===== config.mk =====
export PLATFORM = sky130hd
export DESIGN_NAME = tff_bank_sequencer
export DESIGN_NICKNAME = d
export VERILOG_FILES = /design/src/rtl/tff_seq_pkg.sv /design/src/rtl/tff_cell.sv /design/src/rtl/tff_bank_sequencer.sv
export SDC_FILE = /design/constraint.sdc
export NUM_CORES = 1
export LEC_CHECK = 0
export BUFFER_PORTS_ARGS = -buffer_cell sky130_fd_sc_hd__buf_2
export CORE_UTILIZATION = 46
export DETAILED_ROUTE_END_ITERATION = 8
export PLACE_DENSITY = 0.85
export RECOVER_POWER = 25
export SKIP_CTS_REPAIR_TIMING = 1
export SYNTH_ARGS = -nofsm -noshare
export SYNTH_HDL_FRONTEND = slang
export SYNTH_HIERARCHICAL = 1
export SYNTH_SLANG_ARGS = --single-unit

===== constraint.sdc =====
create_clock -name clk -period 1.71 [get_ports clk]
set_clock_uncertainty 0.1 [all_clocks]
set_input_delay 0.2565 -clock clk [delete_from_list [all_inputs] [get_ports clk]]
set_output_delay 0.2565 -clock clk [all_outputs]
set_load 0.01 [all_outputs]

===== src/rtl/tff_seq_pkg.sv =====
// Shared encodings for the toggle-flop bank sequencer.
// State and mode codes used by the sequencer and its bench.
package tff_seq_pkg;

  localparam logic [1:0] ST_IDLE = 2'd0;
  localparam logic [1:0] ST_RUN  = 2'd1;
  localparam logic [1:0] ST_DONE = 2'd2;

  localparam logic [1:0] MODE_UP   = 2'b00;
  localparam logic [1:0] MODE_DOWN = 2'b01;
  localparam logic [1:0] MODE_LOAD = 2'b10;
  localparam logic [1:0] MODE_NOP  = 2'b11;

  typedef enum logic [1:0] {
    S_IDLE = ST_IDLE,
    S_RUN  = ST_RUN,
    S_DONE = ST_DONE
  } state_e;

  function automatic logic needs_run(input logic [1:0] m);
    return m != MODE_NOP;
  endfunction

endpackage


===== src/rtl/tff_cell.sv =====
// Single T flip-flop: toggles on posedge clk when t is high.
// Async active-low reset clears q (q_inverse reads back as 1).
module tff_cell (
  input  logic clk,
  input  logic rst_n,
  input  logic t,
  output logic q,
  output logic q_inverse
);

  logic q_q;

  always_ff @(posedge clk or negedge rst_n) begin
    if (!rst_n) begin
      q_q <= 1'b0;
    end else if (t) begin
      q_q <= ~q_q;
    end
  end

  assign q         = q_q;
  assign q_inverse = ~q_q;

endmodule


===== src/rtl/tff_bank_sequencer.sv =====
// Counter/loader that drives a bank of T flip-flops via a toggle vector.
// Optional abort input/aborted output under TFF_SEQ_ABORT_EN.
module tff_bank_sequencer
  import tff_seq_pkg::*;
#(
  parameter int WIDTH = 4
) (
  input  logic             clk,
  input  logic             rst_n,
  input  logic             start,
  input  logic [1:0]       mode,
  input  logic [WIDTH-1:0] load_val,
  input  logic [WIDTH-1:0] limit,
`ifdef TFF_SEQ_ABORT_EN
  input  logic             abort,
  output logic             aborted,
`endif
  output logic [WIDTH-1:0] q,
  output logic [WIDTH-1:0] q_inverse,
  output logic [WIDTH-1:0] t_vec,
  output logic             busy,
  output logic             done
);

  localparam logic [WIDTH-1:0] ONE = WIDTH'(1);

  state_e           state_q;
  logic [1:0]       mode_q;
  logic [WIDTH-1:0] load_q;
  logic [WIDTH-1:0] limit_q;
  logic             busy_q;
  logic             done_q;
  logic [WIDTH-1:0] t_d;
  logic [WIDTH-1:0] step_d;
  logic             run_end_d;
  logic             abort_hit;

`ifdef TFF_SEQ_ABORT_EN
  logic aborted_q;
  assign abort_hit = abort && (state_q == S_RUN);
  assign aborted   = aborted_q;
`else
  assign abort_hit = 1'b0;
`endif

  // Abort beats load, load beats the terminal check.
  always_comb begin
    t_d       = '0;
    run_end_d = 1'b0;
    step_d    = (mode_q == MODE_DOWN) ? q - ONE : q + ONE;
    if (state_q == S_RUN) begin
      if (abort_hit) begin
        run_end_d = 1'b1;
      end else if (mode_q == MODE_LOAD) begin
        t_d       = q ^ load_q;
        run_end_d = 1'b1;
      end else if (q == limit_q) begin
        run_end_d = 1'b1;
      end else begin
        t_d = q ^ step_d;
      end
    end
  end

  always_ff @(posedge clk or negedge rst_n) begin
    if (!rst_n) begin
      state_q   <= S_IDLE;
      mode_q    <= '0;
      load_q    <= '0;
      limit_q   <= '0;
      busy_q    <= 1'b0;
      done_q    <= 1'b0;
`ifdef TFF_SEQ_ABORT_EN
      aborted_q <= 1'b0;
`endif
    end else begin
      case (state_q)
        S_IDLE: begin
          done_q <= 1'b0;
          if (start) begin
            mode_q  <= mode;
            load_q  <= load_val;
            limit_q <= limit;
            if (needs_run(mode)) begin
              state_q <= S_RUN;
              busy_q  <= 1'b1;
            end else begin
              state_q <= S_DONE;
              done_q  <= 1'b1;
            end
          end
        end
        S_RUN: begin
          if (run_end_d) begin
            state_q   <= S_DONE;
            busy_q    <= 1'b0;
            done_q    <= 1'b1;
`ifdef TFF_SEQ_ABORT_EN
            aborted_q <= abort_hit;
`endif
          end
        end
        S_DONE: begin
          state_q   <= S_IDLE;
          done_q    <= 1'b0;
`ifdef TFF_SEQ_ABORT_EN
          aborted_q <= 1'b0;
`endif
        end
        default: begin
          state_q <= S_IDLE;
          busy_q  <= 1'b0;
          done_q  <= 1'b0;
        end
      endcase
    end
  end

  for (genvar i = 0; i < WIDTH; i++) begin : g_bank
    tff_cell u_cell (
      .clk       (clk),
      .rst_n     (rst_n),
      .t         (t_d[i]),
      .q         (q[i]),
      .q_inverse (q_inverse[i])
    );
  end

  assign t_vec = t_d;
  assign busy  = busy_q;
  assign done  = done_q;

endmodule

# Word level (Yosys, flattened, before mapping)
# Index checks and enable logic that the tools add are counted.
[totals] reg_bits=18 inputBits=13 output_inout_bits=14 word_cells=51
[classes] n_addsub=2 reduce_logical=4 bitwise_logic=7 n_mux=19 n_eq_ne=9
[op_table] cell="$mux 4" count=4
[op_table] cell="$mux 1" count=9
[op_table] cell="$ne 2x2->1 const B" count=4
[op_table] cell="$xor 4x4->4" count=2
[op_table] cell="$mux 2" count=3
[op_table] cell="$not 1->1" count=5
[op_table] cell="$add 4x1->4 const B" count=1
[op_table] cell="$eq 2x1->1 const B" count=2
[op_table] cell="$eq 2x2->1 const B" count=2
[op_table] cell="$eq 4x4->1" count=1
[op_table] cell="$pmux 2 s2" count=1
[op_table] cell="$reduce_and 2->1" count=2
[op_table] cell="$reduce_and 4->1" count=1
[op_table] cell="$sub 4x1->4 const B" count=1
[op_table] cell="$pmux 1 s3" count=1
[op_table] cell="$logic_not 2->1" count=1
[op_table] cell="$pmux 1 s2" count=1

# Longest topological paths before layout
# Gate-level depths: netlist of run 1.
[logic_depth] ltp_word=6 ltp_mapped=7 depth_no_buf=7

# Cells and area by module
# Netlist of run 1, hierarchy kept.
[modules_own_cells] module="tff_bank_sequencer" area_each_um2=848.3 n_inst=1 seq_area_each_um2=350.3 cells_each=75
[modules_own_cells] module="tff_cell" area_each_um2=37.5 n_inst=4 seq_area_each_um2=25.0 cells_each=3

# Worst setup path after synthesis of run 1
# No wires, ideal clock.
[synth_path] kind="register to output" from="register g_bank[1].u_cell.q_q" to="output port t_vec[2]" required_ns=1.354 t_arrival_ns=1.545 path_buffers=1 path_stages_with_launch=7 setup_slack_ns=-0.192 cell_sequence="dfrtp_1 -> buf_6 -> xor2_1 -> ha_1 -> o21a_1 -> nand4bb_1 -> a22oi_2"
[synth_via] elab_chain_len=6 word_cells_on_any_way=8 cone_classes="add/sub: 2; eq/ne: 1; mux: 4; bitwise: 1"
[synth_rtl] item="start, declared" line_no="tff_cell.sv:11" text="logic q_q;"
[synth_rtl] item="start signal, assigned" line_no="tff_cell.sv:17" text="q_q <= ~q_q;"
[synth_rtl] item="$add 4x1->4 / $sub 4x1->4 (equally long branches)" line_no="tff_bank_sequencer.sv:50" text="step_d = (mode_q == MODE_DOWN) ? q - ONE : q + ONE;"
[synth_rtl] item="$mux 4" line_no="tff_bank_sequencer.sv:50"
[synth_rtl] item="$xor 4x4->4" line_no="tff_bank_sequencer.sv:60" text="t_d = q ^ step_d;"
[synth_rtl] item="$mux 4 *" line_no="tff_bank_sequencer.sv:57" text="end else if (q == limit_q) begin"
[synth_rtl] item="$mux 4 *" line_no="tff_bank_sequencer.sv:54" text="end else if (mode_q == MODE_LOAD) begin"
[synth_rtl] item="$mux 4 *" line_no="tff_bank_sequencer.sv:51" text="if (state_q == S_RUN) begin"
[synth_rtl] item="end, declared" line_no="tff_bank_sequencer.sv:20" text="output logic [WIDTH-1:0] t_vec,"
# Mark *: on every way between the ends. The rest lies on a longest branch, timed or not.

# Worst setup path in the final report of run 1
# Same ends and word-level chain as after synthesis.

==> run_results.csv, run 1 <==
group,metric,value,unit
timing,fin_crit_sh,132,%
yosys,ys_ff_latch,18,
yosys,ys_warn_count,6,
cts,h-tree-depth,1,
pwr,swShare,40.6,%
final_layout,finalNetCount,152,
global_route,antenna_found_initial,0,
status,violations,"setup timing",
floorplanning,rows,16,
final_layout,area_growth,37.3,%
pwr,comb_power_share,67.2,%
drt,drtPass1Iterations,3,
pwr,leakage,0.652,nW
drt,routed-via-count,836,
drt,drt_iter0_drc,6,
yosys,avgSynthCellArea,11.5,um2
drt,vias_per_cell,5.16,
job,drv_cap,0,
pwr,power.total,3.19,mW
final_layout,multi_input_area,553,um2
floorplanning,die_x,48.6,um
worst_setup_path,path_class,"reg2out",
global_route,grt_pass1_vias,909,
pwr,intPower,1.90,mW
drt,avgRoutedWirePerCell,13.4,um
floorplanning,initial_core_util,49.9,%
status,status,"complete, but fails checks",
cts,cts_tree,"yes",
placement,port_buffers,26,
cts,numCtsBuffers,3,
pwr,clock_power_share,6.5,%
global_route,grt-ovfl-total,0,
worst_setup_path,cpMaxStageDelayCell,"dfrtp_1",
yosys,synth_nets,102,
worst_setup_path,startpoint,"g_bank[1].u_cell/q",
worst_setup_path,r2r_cells,7,
worst_setup_path,rr_startpoint,"g_bank[1].u_cell/q",
yosys,netlist_area,998,um2
pwr,ir_worst_vdd,1.26,mV
worst_setup_path,crit_cells,6,
final_layout,diodes,0,
worst_setup_path,endpoint,"t_vec[2]",
worst_setup_path,critPathMaxStageDelay,0.42,ns
timing,fin_crit,2.25,ns
drt,ant_nets,0,
placement,dp_hpwl,1680,um
worst_setup_path,cp.arrival,1.90,ns
cts,clock_path_buffers,2,
pwr,power_density,2330,nW/um2
timing,fin_ws,-0.544,ns
yosys,synthDistinctLibCells,31,
cts,clk_latency,0.28,ns
cts,cts_root_buf,"clkbuf_4",
worst_setup_path,rr_endpoint,"g_bank[2].u_cell/q",
floorplanning,ios,27,
global_route,grt_max_degree,19,
pwr,seqPwrFrac,26.3,%
worst_setup_path,end_kind,"output pin",
worst_setup_path,cp_max_fo,6,
yosys,yosysSeqAreaShare,45.1,%
placement,place_area,1290,um2
global_route,grt.total_usage,21.6,%
drt,wl,2170,um
timing,worst-slew-pin-transition,0.970,ns
drt,route.detailed.drc,0,
timing,hold_viol,0,
timing,setup_viol,9,
worst_setup_path,crit_chain,"buf_4 -> xnor2_4 -> a41oi_4 -> nand4bb_1 -> a22oi_2 -> buf_2",
worst_setup_path,rrSetupSlack,-0.17,ns
worst_setup_path,crit_required,1.35,ns
timing,maxSlewHeadroom,35.3,%
cts,cts.reportedPaths.clkPinSlew,0.10,ns
timing,grt_setup_unrepaired,"true",
floorplanning,die_h,48.6,um
worst_setup_path,cp-start-kind,"flip-flop",
timing,fmax,444,MHz
floorplanning,core-area,2000,um2
floorplanning,die_area,2360,um2
worst_setup_path,crit_family,"compound AO/OA/AOI/OAI gates",
yosys,syn_inst,87,
timing,drv_slew,0,
final_layout,design_area,1370,um2
timing,fin_setup_tns,-2.52,ns
worst_setup_path,path_buf_inv,2,
pwr,p_switching,1.29,mW
min_path,hp-class,"in2reg",
placement,place_congestion,0.834,
final_layout,drive_gt1_share,50.4,%
cts,cts.sinks,18,
global_route,grt_pass1_wl,3870,um
final_layout,seqCellArea,450,um2
final_layout,fill_cells,158,
[flip-flops by register name, indices dropped and copies added (netlist names)]
| register | cells |
|---|---|
| mode_q | 2 |
| done | 1 |
| g_bank.u_cell/q | 4 |
| state_q | 2 |
| busy | 1 |
| limit_q | 4 |
| load_q | 4 |
[layout by cell type, fill, tap and decap left out, types with 4 or more instances in the layout]
cell type  netlist  routed
mux2_2          11      11
nand2_1          5       5
nand3_1          4       4
xor2_1           5       5
xnor2_1          5       4
buf_2            0      25
buf_4            1      20
inv_1            6       6
dfrtp_1         18      18
[layer usage]
metal	part of all wire, %	global-route usage [%]
met5	0	0
met4	0	8.33
met3	3.3	3.14
met2	55	38.5
met1	42	26.2
[power by group through the flow]
stage	clock network (mW)	logic, mW	registers (mW)
finish	0.206	2.14	0.839
global route	0.237	2.34	0.877
CTS	0.213	2.03	0.821
detailed placement	0	2.03	0.828
global placement	0	1.93	0.820
floorplan	0	1.21	0.878
[area by class of cell]
class	count	area share, %
clock buffers	3	1.64
inverters	6	1.64
multi-input cells	61	40.3
flip-flops and latches	18	32.8
well taps	27	2.46
repair buffers	47	21.1
[synth_stat cells (all sizes together)]
cell type,count,area share [%]
o22ai,1,0.63
nand2b,1,0.63
nor3,1,0.50
a31oi,2,1.3
nor2b,1,0.63
nand4bb,1,1.1
xnor2,6,6.0
o211ai,1,0.75
a21oi,3,1.5
o21a,3,2.3
nand3,4,2.0
and2b,2,1.5
and3b,1,0.88
a41oi,1,2.8
inv,6,2.3
mux2,11,12
ha,2,2.5
a311oi,1,0.88
a22oi,2,2.0
nor2,1,0.38
nand3b,2,1.5
dfrtp,18,45
o21ai,2,1.0
and2,1,0.63
nor3b,1,0.75
nand2,5,1.9
xor2,5,4.4
buf,2,1.9
[stage by stage]
stage,cells,setup WS (ns),utilization (%),hold slack [ns]
5_1_grt,162,-0.639,68.5,0.0854
4_1_cts,159,-0.566,65.8,-0.207
2_1_floorplan,87,-0.167,-,-0.139
3_5_place_dp,156,-0.235,64.7,0.113
6_report,162,-0.544,68.5,0.0965
3_3_place_gp,156,-0.178,64.7,0.105
[kinds of logic after synthesis]
kind of cell,count (synthesis),synth area share [%]
and+or+nand+nor,21,12.4
adders and majority gates,2,2.51
xor gates and xnor gates,11,10.4
muxes,11,12.4
AOI/OAI and AO/OA,16,13.0
DFF,18,45.1
buffers and inverters,8,4.14
[worst min path at each step]
stage	from	to	slack (ns)	cells past startpoint
2_1_floorplan	rst_n	busy	-0.14	0
3_5_place_dp	rst_n	load_q[2]	0.11	1
3_3_place_gp	rst_n	load_q[2]	0.10	1
4_1_cts	rst_n	g_bank[2].u_cell/q	-0.21	1
5_1_grt	load_val[3]	load_q[3]	0.09	2
6_report	limit[3]	limit_q[3]	0.1	2
Power figures use the tool's default switching activity.
==> inputs of run 2 (changes only) <==
- CORE_UTILIZATION: 46 -> 51
- GPL_TIMING_DRIVEN: default -> 0
- PLACE_DENSITY: 0.85 -> 0.88
- SYNTH_HIERARCHICAL: 1 -> default
- clock period: 1.71 -> 2.1 ns (I/O delays scaled with it)
==> run 2 against run 1 <==
  * The run still ends with setup timing left
  * Count of clock-buffer cells in the layout is the same
  * Routed wire length rose by 27%
  * Synthesized cell count increased by 17%
  * Highest routed layer is now met4
==> run_results.csv, run 2 <==
group,metric,value,unit
final_layout,finalNonFillerCells,171,
final_layout,layout_common_cells,"buf_2 (23), buf_4 (23), dfrtp_1 (13)",
worst_setup_path,r2r_cells,8,
floorplanning,die_x,48.0,um
yosys,ys_warn_count,0,
min_path,hold_depth,2,
floorplanning,core-area,1980,um2
floorplanning,die_area,2310,um2
yosys,async_flop_share,100,%
placement,pre_cts_ws,-0.0751,ns
global_route,grt_pass1_wl,3330,um
yosys,ys_top_cells_by_area,"dfrtp_1 (42%), mux2_2 (10%), buf_4 (8.3%), xnor2_1 (6.5%), a31oi_1 (2.3%)",
pwr,p_switching,1.11,mW
pwr,comb_power_share,65.4,%
pwr,swShare,40.9,%
worst_setup_path,cp_max_fo,8,
min_path,hp-start,"limit[3]",
floorplanning,initial_core_util,54.5,%
final_layout,area_growth,40.9,%
cts,numCtsBuffers,3,
cts,cts.reportedPaths.clkPinSlew,0.10,ns
yosys,synth_area_leader_cell,"dfrtp_1",
pwr,leakage,0.702,nW
yosys,synth-simple-area-share,14.6,%
placement,place_congestion,0.888,
final_layout,finalNetCount,160,
final_layout,drive_gt1_share,65.3,%
drt,vias_per_cell,5.53,
pwr,power_density,1780,nW/um2
yosys,synth_compound_area_share,11.9,%
final_layout,final_util,76.8,%
drt,route.detailed.drc,0,
timing,maxSlewHeadroom,35.1,%
placement,dp_hpwl,1580,um
yosys,netlist_top_cells_count,"dfrtp_1 (18), buf_4 (12), mux2_2 (10)",
floorplanning,rows,16,
yosys,synth_most_common_cell,"dfrtp_1",
timing,fmax,437,MHz
pwr,intPower,1.60,mW
global_route,grt-ovfl-total,0,
timing,fin_crit_sh,109,%
min_path,min_delay_worst_endpoint,"limit_q[3]",
yosys,synth_mux_area_share,12.7,%
pwr,ir_worst_vdd,1.04,mV
yosys,synth_flop_cell,"dfrtp_1",
drt,drt_iter0_drc,20,
worst_setup_path,crit_required,1.68,ns
global_route,grt_max_degree,19,
worst_setup_path,cp.arrival,1.87,ns
timing,setup_viol,4,
worst_setup_path,cp-start-kind,"flip-flop",
floorplanning,ios,27,
cts,cts.sinks,18,
yosys,synth_nets,116,
placement,port_buffers,26,
timing,drv_slew,0,
pwr,clock_power_share,6.1,%
worst_setup_path,end_kind,"output pin",
min_path,hp-class,"in2reg",
timing,grt_setup_unrepaired,"true",
timing,fin_ws,-0.188,ns
drt,ant_nets,0,
drt,drtPass1Iterations,4,
yosys,avgSynthCellArea,10.6,um2
timing,hold_viol,0,
placement,numPlacedInstances,155,
cts,clk_latency,0.28,ns
job,drv_cap,0,
drt,wl,2760,um
pwr,seqPwrFrac,28.5,%
yosys,synth_top_family_by_area,"simple AND/OR/NAND/NOR gates",
worst_setup_path,rrSetupSlack,0.13,ns
global_route,grt_pass1_vias,737,
yosys,synthAdderAreaFrac,1.16,%
worst_setup_path,rr_endpoint,"g_bank[2].u_cell.q",
drt,avgRoutedWirePerCell,16.1,um
timing,worst-slew-pin-transition,0.973,ns
yosys,synthDistinctLibCells,35,
yosys,synth_xor_area_share,6.49,%
timing,fin_setup_tns,-0.559,ns
cts,cts_tree,"yes",
yosys,yosysSeqAreaShare,41.7,%
cts,cts_root_buf,"clkbuf_4",
yosys,netlist_area,1080,um2
yosys,ys_ff_latch,18,
drt,routed-via-count,946,
final_layout,diodes,0,
yosys,synth_top_area_share,41.7,%
status,violations,"setup timing",
cts,clock_path_buffers,2,
cts,h-tree-depth,1,
timing,fin_crit,2.29,ns
global_route,antenna_found_initial,0,
floorplanning,die_h,48.0,um
yosys,synth_edf_count,0,
status,status,"complete, but fails checks",
worst_setup_path,path_class,"reg2out",
worst_setup_path,rr_startpoint,"mode_q[0]",
global_route,grt.total_usage,21.4,%
yosys,syn_inst,102,
## run 2: cell types whose count changed after synthesis, moves of 3 or more
cell | previous run | this run
xor2_1 | 5 | 0
nor2_1 | 1 | 5
xnor2_1 | 5 | 8
buf_4 | 1 | 12
## run 2: stage by stage
stage	hold slack, ns	area [um2]	power (mW)
2_1_floorplan	-0.0806	1080	1.63
3_3_place_gp	0.162	1240	1.86
3_5_place_dp	0.168	1240	1.93
4_1_cts	-0.150	1270	2.10
5_1_grt	0.143	1520	2.89
6_report	0.152	1520	2.71
## run 2: area by class of cell
cell class              count  area, um2
clock buffers               3       22.5
multi-input cells          64        628
inverters                   6       22.5
plain buffers              11       83.8
repair buffers             42        274
flip-flops and latches     18        457
well taps                  27       33.8
fillers                   126        460
## run 2: worst max path at each step
stage	slack (ns)	end	startpoint	cells past startpoint
3_3_place_gp	-0.001	t_vec[2]	mode_q[1]	9
2_1_floorplan	0.20	t_vec[2]	mode_q[1]	8
4_1_cts	-0.41	t_vec[2]	mode_q[1]	9
5_1_grt	-0.27	t_vec[1]	state_q[1]	5
3_5_place_dp	-0.08	t_vec[2]	mode_q[1]	9
6_report	-0.19	t_vec[1]	g_bank[1].u_cell.q	6
## run 2: cells by family (layout without fill, tap and decap cells)
kind of cell	after synthesis	after routing
compound gates	18	18
simple gates	25	25
buf+inv	20	62
flops	18	18
fa+ha+maj	1	1
xor+xnor	8	8
mux	12	12
## run 2: power groups by stage
stage,Clock (mW),Combinational [mW],Sequential (mW)
after floorplan,0,0.953,0.673
after global placement,0,1.16,0.704
after detailed placement,0,1.21,0.720
after CTS,0.173,1.21,0.714
after global routing,0.188,1.91,0.797
final,0.166,1.77,0.772
## run 2: worst max-delay path, stage by stage, from the launching register on
cell,delay [ns]
dfrtp_2,0.47
buf_4,0.17
xnor2_4,0.18
nand4_4,0.21
a31oi_1,0.35
a21oi_2,0.07
buf_6,0.13
## run 2: metal layers
metal | global-route usage [%] | vias to the layer above | wire (um)
met5 | 0 | - | 0
met3 | 2.26 | 12 | 112
met2 | 34.3 | 36 | 1390
li1 | - | 433 | -
met1 | 28.9 | 465 | 1120
met4 | 10.0 | 0 | 133
